===== src/rtl/usb_rx_top_level.sv =====
`default_nettype none
// +--------------------------------------------------------------------+
// | usb_rx_top_level: USB receiver (sync, NRZI decode, unstuff, bytes) |
// | Revision: 1.0                                                       |
// +--------------------------------------------------------------------+
module usb_rx_top_level (
  input  logic       clk,
  input  logic       n_rst,
  input  logic       d_plus_in,
  input  logic       d_minus_in,
  input  logic       packet_type,
  output logic [7:0] rx_data,
  output logic       write_enable,
  output logic       rcv_error
);

  typedef enum logic [2:0] {
    IDLE  = 3'd0,
    SYNC  = 3'd1,
    RCV   = 3'd2,
    WRITE = 3'd3,
    EOP   = 3'd4,
    EIDLE = 3'd5
  } state_t;

  localparam logic [7:0] C_SYNC_PATTERN = 8'h54;
  localparam logic [2:0] C_SAMPLE_POINT = 3'd3;

  state_t     state_q, state_d;
  logic       dp_meta_q, dp_meta_d, dp_sync_q, dp_sync_d, dp_prev_q, dp_prev_d;
  logic       dm_meta_q, dm_meta_d, dm_sync_q, dm_sync_d;
  logic [2:0] timer_q, timer_d;
  logic       ref_q, ref_d;
  logic [2:0] ones_q, ones_d;
  logic [2:0] bit_cnt_q, bit_cnt_d;
  logic [2:0] byte_cnt_q, byte_cnt_d;
  logic [7:0] shift_q, shift_d;
  logic [7:0] rx_data_q, rx_data_d;
  logic       rcv_error_q, rcv_error_d;
  logic       eop_seen_q, eop_seen_d;
  logic       ptype_q, ptype_d;

  logic       sample, se0, bus_j, sop, dec_bit, stuffed, stuff_err;
  logic [7:0] shift_next;

  always_comb begin
    dp_meta_d = d_plus_in;
    dp_sync_d = dp_meta_q;
    dp_prev_d = dp_sync_q;
    dm_meta_d = d_minus_in;
    dm_sync_d = dm_meta_q;
    // Every D+ transition realigns the bit clock to the transmitter.
    timer_d   = (dp_sync_q != dp_prev_q) ? 3'd0 : timer_q + 3'd1;
  end

  assign sample     = (timer_q == C_SAMPLE_POINT);
  assign se0        = ~dp_sync_q & ~dm_sync_q;
  assign bus_j      = dp_sync_q & ~dm_sync_q;
  assign sop        = dp_prev_q & ~dp_sync_q;
  assign dec_bit    = (dp_sync_q == ref_q);
  assign stuffed    = (ones_q == 3'd6) & ~dec_bit;
  assign stuff_err  = (ones_q == 3'd6) & dec_bit;
  assign shift_next = {shift_q[6:0], dec_bit};

  always_comb begin
    state_d     = state_q;
    ref_d       = ref_q;
    ones_d      = ones_q;
    bit_cnt_d   = bit_cnt_q;
    byte_cnt_d  = byte_cnt_q;
    shift_d     = shift_q;
    rx_data_d   = rx_data_q;
    rcv_error_d = rcv_error_q;
    eop_seen_d  = eop_seen_q;
    ptype_d     = ptype_q;
    case (state_q)
      IDLE: begin
        if (sop) begin
          state_d     = SYNC;
          rcv_error_d = 1'b0;
          ref_d       = 1'b1;
          ones_d      = 3'd0;
          bit_cnt_d   = 3'd0;
          byte_cnt_d  = 3'd0;
          shift_d     = 8'h00;
          eop_seen_d  = 1'b0;
        end
      end
      SYNC: begin
        if (sample) begin
          if (se0) begin
            state_d     = EIDLE;
            rcv_error_d = 1'b1;
            eop_seen_d  = 1'b1;
          end else begin
            ref_d     = dp_sync_q;
            ones_d    = dec_bit ? ones_q + 3'd1 : 3'd0;
            shift_d   = shift_next;
            bit_cnt_d = bit_cnt_q + 3'd1;
            if (bit_cnt_q == 3'd7) begin
              if (shift_next == C_SYNC_PATTERN) begin
                state_d = RCV;
                ptype_d = packet_type;
              end else begin
                state_d     = EIDLE;
                rcv_error_d = 1'b1;
              end
            end
          end
        end
      end
      RCV: begin
        if (sample) begin
          // SE0 wins over a data bit, so a byte ending on it stays partial.
          if (se0) begin
            eop_seen_d = 1'b1;
            if ((bit_cnt_q != 3'd0) || (ptype_q && (byte_cnt_q != 3'd3))) begin
              state_d     = EIDLE;
              rcv_error_d = 1'b1;
            end else begin
              state_d = EOP;
            end
          end else begin
            ref_d = dp_sync_q;
            if (stuff_err) begin
              state_d     = EIDLE;
              rcv_error_d = 1'b1;
            end else if (stuffed) begin
              ones_d = 3'd0;
            end else begin
              ones_d    = dec_bit ? ones_q + 3'd1 : 3'd0;
              shift_d   = shift_next;
              bit_cnt_d = bit_cnt_q + 3'd1;
              if (bit_cnt_q == 3'd7) begin
                state_d   = WRITE;
                rx_data_d = shift_next;
                if (byte_cnt_q != 3'd7) begin
                  byte_cnt_d = byte_cnt_q + 3'd1;
                end
              end
            end
          end
        end
      end
      WRITE: state_d = RCV;
      EOP: begin
        if (bus_j) begin
          state_d = IDLE;
        end
      end
      EIDLE: begin
        if (sample && se0) begin
          eop_seen_d = 1'b1;
        end
        if (eop_seen_q && bus_j) begin
          state_d = IDLE;
        end
      end
      default: state_d = IDLE;
    endcase
  end

  always_ff @(posedge clk or posedge n_rst) begin
    if (n_rst) begin
      state_q     <= IDLE;
      dp_meta_q   <= 1'b1;
      dp_sync_q   <= 1'b1;
      dp_prev_q   <= 1'b1;
      dm_meta_q   <= 1'b0;
      dm_sync_q   <= 1'b0;
      timer_q     <= 3'd0;
      ref_q       <= 1'b1;
      ones_q      <= 3'd0;
      bit_cnt_q   <= 3'd0;
      byte_cnt_q  <= 3'd0;
      shift_q     <= 8'h00;
      rx_data_q   <= 8'h00;
      rcv_error_q <= 1'b0;
      eop_seen_q  <= 1'b0;
      ptype_q     <= 1'b0;
    end else begin
      state_q     <= state_d;
      dp_meta_q   <= dp_meta_d;
      dp_sync_q   <= dp_sync_d;
      dp_prev_q   <= dp_prev_d;
      dm_meta_q   <= dm_meta_d;
      dm_sync_q   <= dm_sync_d;
      timer_q     <= timer_d;
      ref_q       <= ref_d;
      ones_q      <= ones_d;
      bit_cnt_q   <= bit_cnt_d;
      byte_cnt_q  <= byte_cnt_d;
      shift_q     <= shift_d;
      rx_data_q   <= rx_data_d;
      rcv_error_q <= rcv_error_d;
      eop_seen_q  <= eop_seen_d;
      ptype_q     <= ptype_d;
    end
  end

  assign rx_data      = rx_data_q;
  assign write_enable = (state_q == WRITE);
  assign rcv_error    = rcv_error_q;

endmodule
`default_nettype wire


===== config.mk =====
export PLATFORM = sky130hd
export DESIGN_NAME = usb_rx_top_level
export DESIGN_NICKNAME = d
export VERILOG_FILES = /design/src/rtl/usb_rx_top_level.sv
export SDC_FILE = /design/constraint.sdc
export NUM_CORES = 1
export LEC_CHECK = 0
export ABC_CLOCK_PERIOD_IN_PS = 4180
export CORE_MARGIN = 1.5
export CORE_UTILIZATION = 25
export CTS_BUF_LIST = sky130_fd_sc_hd__clkbuf_4 sky130_fd_sc_hd__clkbuf_8 sky130_fd_sc_hd__clkbuf_16
export DETAILED_ROUTE_END_ITERATION = 8
export GPL_TIMING_DRIVEN = 0
export SYNTH_ARGS = -nofsm -noshare
export SYNTH_HDL_FRONTEND = slang
export SYNTH_SLANG_ARGS = --single-unit

===== constraint.sdc =====
create_clock -name clk -period 4.18 [get_ports clk]
set_input_delay 0.836 -clock clk [delete_from_list [all_inputs] [get_ports clk]]
set_output_delay 0.836 -clock clk [all_outputs]
set_load 0.05 [all_outputs]

-- Word-level counts from Yosys, hierarchy flattened
Index checks and enable logic that the tools add are counted.
- register bits: 39
- input port bits: 5
- logic and storage cells: 149
- output and inout bits: 10
- reduce and logical (&&, ||, !) cells: 20
- muxes and demuxes: 64
- eq/ne operators: 34
- bitwise operators: 11
- add/sub/neg operators: 4
- operators with widths (operator ; number):
    $mux 3 ; 33
    $mux 7 ; 7
    $reduce_and 8->1 ; 4
    $ne 2x2->1 const B ; 13
    $pmux 7 s3 ; 1
    $pmux 3 s3 ; 2
    $pmux 3 s6 ; 1
    $mux 1 ; 16
    $ne 3x3->1 const B ; 5
    $add 3x1->3 const B ; 4
    $eq 3x3->1 const B ; 4
    $reduce_and 5->1 ; 2
    $eq 3x2->1 const B ; 3
    $reduce_bool 3->1 ; 3
    $eq 8x7->1 const B ; 1
    $ne 4x4->1 const B ; 2
    $reduce_and 7->1 ; 1
    $not 1->1 ; 6
    $pmux 1 s3 ; 2
    $pmux 3 s2 ; 1
    $reduce_and 6->1 ; 1
    $and 1x1->1 ; 5
    $ne 2x1->1 const B ; 2
    $reduce_and 4->1 ; 1
    other kinds (10) ; 13

-- Logic depth before layout (Yosys ltp)
- depth in word-level cells: 8
- gate-level depth with buffers: 9
- depth with buffers taken out: 7

-- Worst setup path after synthesis
OpenSTA, ideal clock, no wires.
- path kind: register to output
- start: register state_q[2]
- end: output write_enable
- required time: 3344 ps
- data arrival time: 1697 ps
- setup slack: 1647 ps
- cell stages (with the launch flop): 3
- cell sequence: dfrtp_1 clkbuf_1 nor3_1
- cells in the longest elaborated chain, start to end: 1
- RTL lines (item ; line ; text):
    start: declaration ; 29 ; state_t state_q, state_d;
    start signal: assignment ; 182 ; state_q <= state_d;
    $eq 3x2->1 ; 202 ; assign write_enable = (state_q == WRITE);
    end: declaration ; 13 ; output logic write_enable,
No other way between the ends.

-- Final worst setup path
Same ends and word-level chain as after synthesis.

==> results.py <==
metrics = {
    "drt": {
        "drt-initial-drc-count": 248,
        "totalWireLength_um": 3860,
        "drc": 0,
        "via_per_inst": 4.56,
        "vias": 1440,
        "firstDrtPassIters": 4,
        "drt-wirelength-per-cell_um": 12.2,
        "ant_nets": 0,
    },
    "timing": {
        "maxSlewHeadroom_pct": 45.7,
        "timing.fmax_mhz": 341,
        "grt_setup_unrepaired": "no",
        "fin_skew_ns": 0.00911,
        "hold_violations": 0,
        "tightest_slew_ns": 0.813,
        "post-route-min-period_ns": 2.93,
        "setup_viol": 0,
        "finalMaxSlewViolations": 0,
        "period_share_pct": 70.2,
        "finalSetupTns_ns": 0,
    },
    "layout": {
        "n_fill_cell": 799,
        "synthToLayoutAreaGrowth_pct": 18.0,
        "final_layout_size_suffix_gt1_share_pct": 13.1,
        "fin_nets": 229,
        "multi_input_area_um2": 923,
        "diodes": 0,
        "design_area_um2": 2340,
        "final_cells": 316,
        "seqCellArea_um2": 981,
    },
    "clock_network": {
        "numCtsBuffers": 5,
        "postCtsSetupBuffers": 0,
        "hold_buffers": 0,
        "path_clk_slew_ns": 0.08,
        "clock-root-buffer": "clkbuf_8",
        "ctsResizeCount": 0,
        "cts_buffer_depth": 2,
        "clock_latency_ns": 0.29,
        "cts.htree.levels": 2,
        "cts_sinks": 39,
        "cts_tree": "yes",
    },
    "setup_path": {
        "critical_path_class": "flip-flop to primary output",
        "worst_setup_path_start_kind": "flip-flop",
        "path_max_fanout": 10,
        "crit_arrival_ns": 2.10,
        "required_ns": 3.34,
        "cp-end-kind": "primary output",
    },
    "pwr": {
        "leakage_nw": 1.02,
        "finalPower_mw": 1.07,
        "vdd_drop_max_mv": 0.142,
        "powerDensity_nw_per_um2": 457,
    },
    "placed_design": {
        "port_buffers": 14,
        "dpl-instance-area_um2": 2250,
        "gp_congestion": 0.908,
        "dpl.cell_count": 308,
        "dp_hpwl_um": 2780,
    },
    "floorplanning": {
        "die_h_um": 92.1,
        "rows": 32,
        "start_util_pct": 25.7,
        "core_area_um2": 7730,
        "die_width_um": 92.1,
        "dieArea_um2": 8490,
        "ios": 15,
    },
    "yosys": {
        "avgSynthCellArea_um2": 10.3,
        "yosys_warnings": 0,
        "ys.flop_type": "dfrtp_1",
        "async_flop_share_pct": 100,
        "syn_area_um2": 1990,
        "synth.distinct_cells": 48,
        "syn-num-nets": 208,
        "synthCells": 192,
        "synth_seq_area_share_pct": 49.4,
        "synth_edf_count": 0,
        "synth-seq-cells": 39,
    },
    "grt": {
        "grt_pass1_vias": 1418,
        "grt-ovfl-total": 0,
        "track_usage_pct": 10.0,
        "antenna_found_initial": 0,
        "grt_pass1_wl_um": 6800,
        "grt_max_degree": 40,
    },
    "status": {
        "status": "finished, final reports clean",
    },
    "job": {
        "maxCapViolCount": 0,
    },
    "min_path": {
        "worst_hold_path_type": "flip-flop to flip-flop",
    },
}
==> final timing paths <==
path                            start      endpoint  slack, ns  cells after the start
setup / recovery           state_q[2]  write_enable       1.25                      3
hold / removal              dm_meta_q     dm_sync_q       0.35                      0
setup reg to reg            dp_prev_d  bit_cnt_q[2]       1.99                      9
hold reg to reg             dm_meta_q     dm_sync_q       0.35                      0
max in group asynchronous       n_rst    timer_q[2]       2.64                      2
min in group asynchronous       n_rst    rx_data[1]       1.02                      2
==> final cells by class <==
type | instances | share of cell area (%)
Multi-Input combinational cell | 134 | 39.4
Tap cell | 102 | 5.45
Sequential cell | 39 | 41.9
Timing Repair Buffer | 14 | 5.98
Clock inverter | 2 | 0.534
Inverter | 11 | 1.76
Clock buffer | 6 | 3.26
Buffer | 8 | 1.71
==> per-stage QoR <==
step	hold WS, ns	setup slack [ns]	utilization (%)
final	0.355	1.25	30.3
after global routing	0.364	1.12	30.3
after CTS	0.356	1.23	30.3
after detailed placement	0.339	1.56	29.2
after global placement	0.332	1.56	29.2
after floorplan	0.331	1.65	-
==> Yosys cell counts (2+ instances only) <==
| master | number | area share (%) |
|---|---|---|
| mux2_1 | 9 | 5.1 |
| nor3b_1 | 2 | 0.76 |
| a21oi_1 | 9 | 2.3 |
| nand3_1 | 3 | 0.76 |
| nand4_1 | 2 | 0.63 |
| inv_1 | 10 | 1.9 |
| nand2b_1 | 4 | 1.3 |
| o21ai_0 | 2 | 0.50 |
| and2_1 | 2 | 0.63 |
| nor2b_1 | 3 | 0.95 |
| nor3_1 | 3 | 0.76 |
| or3_1 | 2 | 0.63 |
| dfrtp_1 | 35 | 44 |
| buf_2 | 5 | 1.3 |
| clkbuf_1 | 2 | 0.38 |
| dfstp_2 | 4 | 5.3 |
| o21ai_1 | 16 | 4.0 |
| mux2_2 | 2 | 1.1 |
| a32o_1 | 2 | 1.0 |
| nor2_1 | 7 | 1.3 |
| ha_1 | 11 | 6.9 |
| or2_1 | 2 | 0.63 |
| mux2i_1 | 2 | 1.0 |
| nand2_1 | 29 | 5.5 |
==> registers in the layout, indices dropped and copies added, names as in the netlist <==
register	flops
dm_sync_q	1
state_q	3
ref_q	1
dm_meta_q	1
ptype_q	1
eop_seen_q	1
dp_meta_q	1
rx_data	8
byte_cnt_q	3
bit_cnt_q	3
dp_prev_d	1
timer_q	3
rcv_error	1
shift_q	7
ones_q	3
dp_prev_q	1
==> critical path: stages (launching register included) <==
cell,delay (ns)
dfrtp_1,0.45
clkbuf_1,0.26
nor3_1,0.26
clkdlybuf4s50_1,0.84
==> report_power, final <==
group	internal, mW	leakage (nW)	switching (mW)	total [mW]
clock	0.123	0.0446	0.133	0.256
sequential	0.434	0.513	0.0483	0.482
combinational	0.129	0.461	0.202	0.331
==> logic make-up (layout without fill, tap and decap cells) <==
| logic type | after synthesis | in the layout | synth area share [%] |
|---|---|---|---|
| xor gates and xnor gates | 2 | 2 | 1.26 |
| adders and majority gates | 11 | 11 | 6.93 |
| AOI/OAI and AO/OA | 41 | 41 | 13.2 |
| DFF | 39 | 39 | 49.4 |
| and+or+nand+nor | 67 | 67 | 17.9 |
| muxes | 13 | 13 | 7.25 |
| buffers and inverters | 19 | 41 | 4.10 |
==> per-layer routing <==
layer | vias up | wire, um | track usage (%)
met3 | 6 | 195 | 2.65
met4 | 0 | 37 | 3.08
met2 | 32 | 1760 | 15.3
met1 | 684 | 1870 | 13.8
li1 | 718 | - | -
met5 | - | 0 | 0
==> cells in the final DEF, fill, tap and decap left out, types with 5 or more instances in the layout <==
| cell type | n |
|---|---|
| a21oi_1 | 9 |
| buf_2 | 5 |
| clkbuf_8 | 5 |
| clkdlybuf4s50_1 | 14 |
| dfrtp_1 | 35 |
| ha_1 | 11 |
| inv_1 | 9 |
| mux2_1 | 9 |
| nand2_1 | 29 |
| nor2_1 | 7 |
| o21ai_1 | 16 |
(Power assumes the default switching activity.)
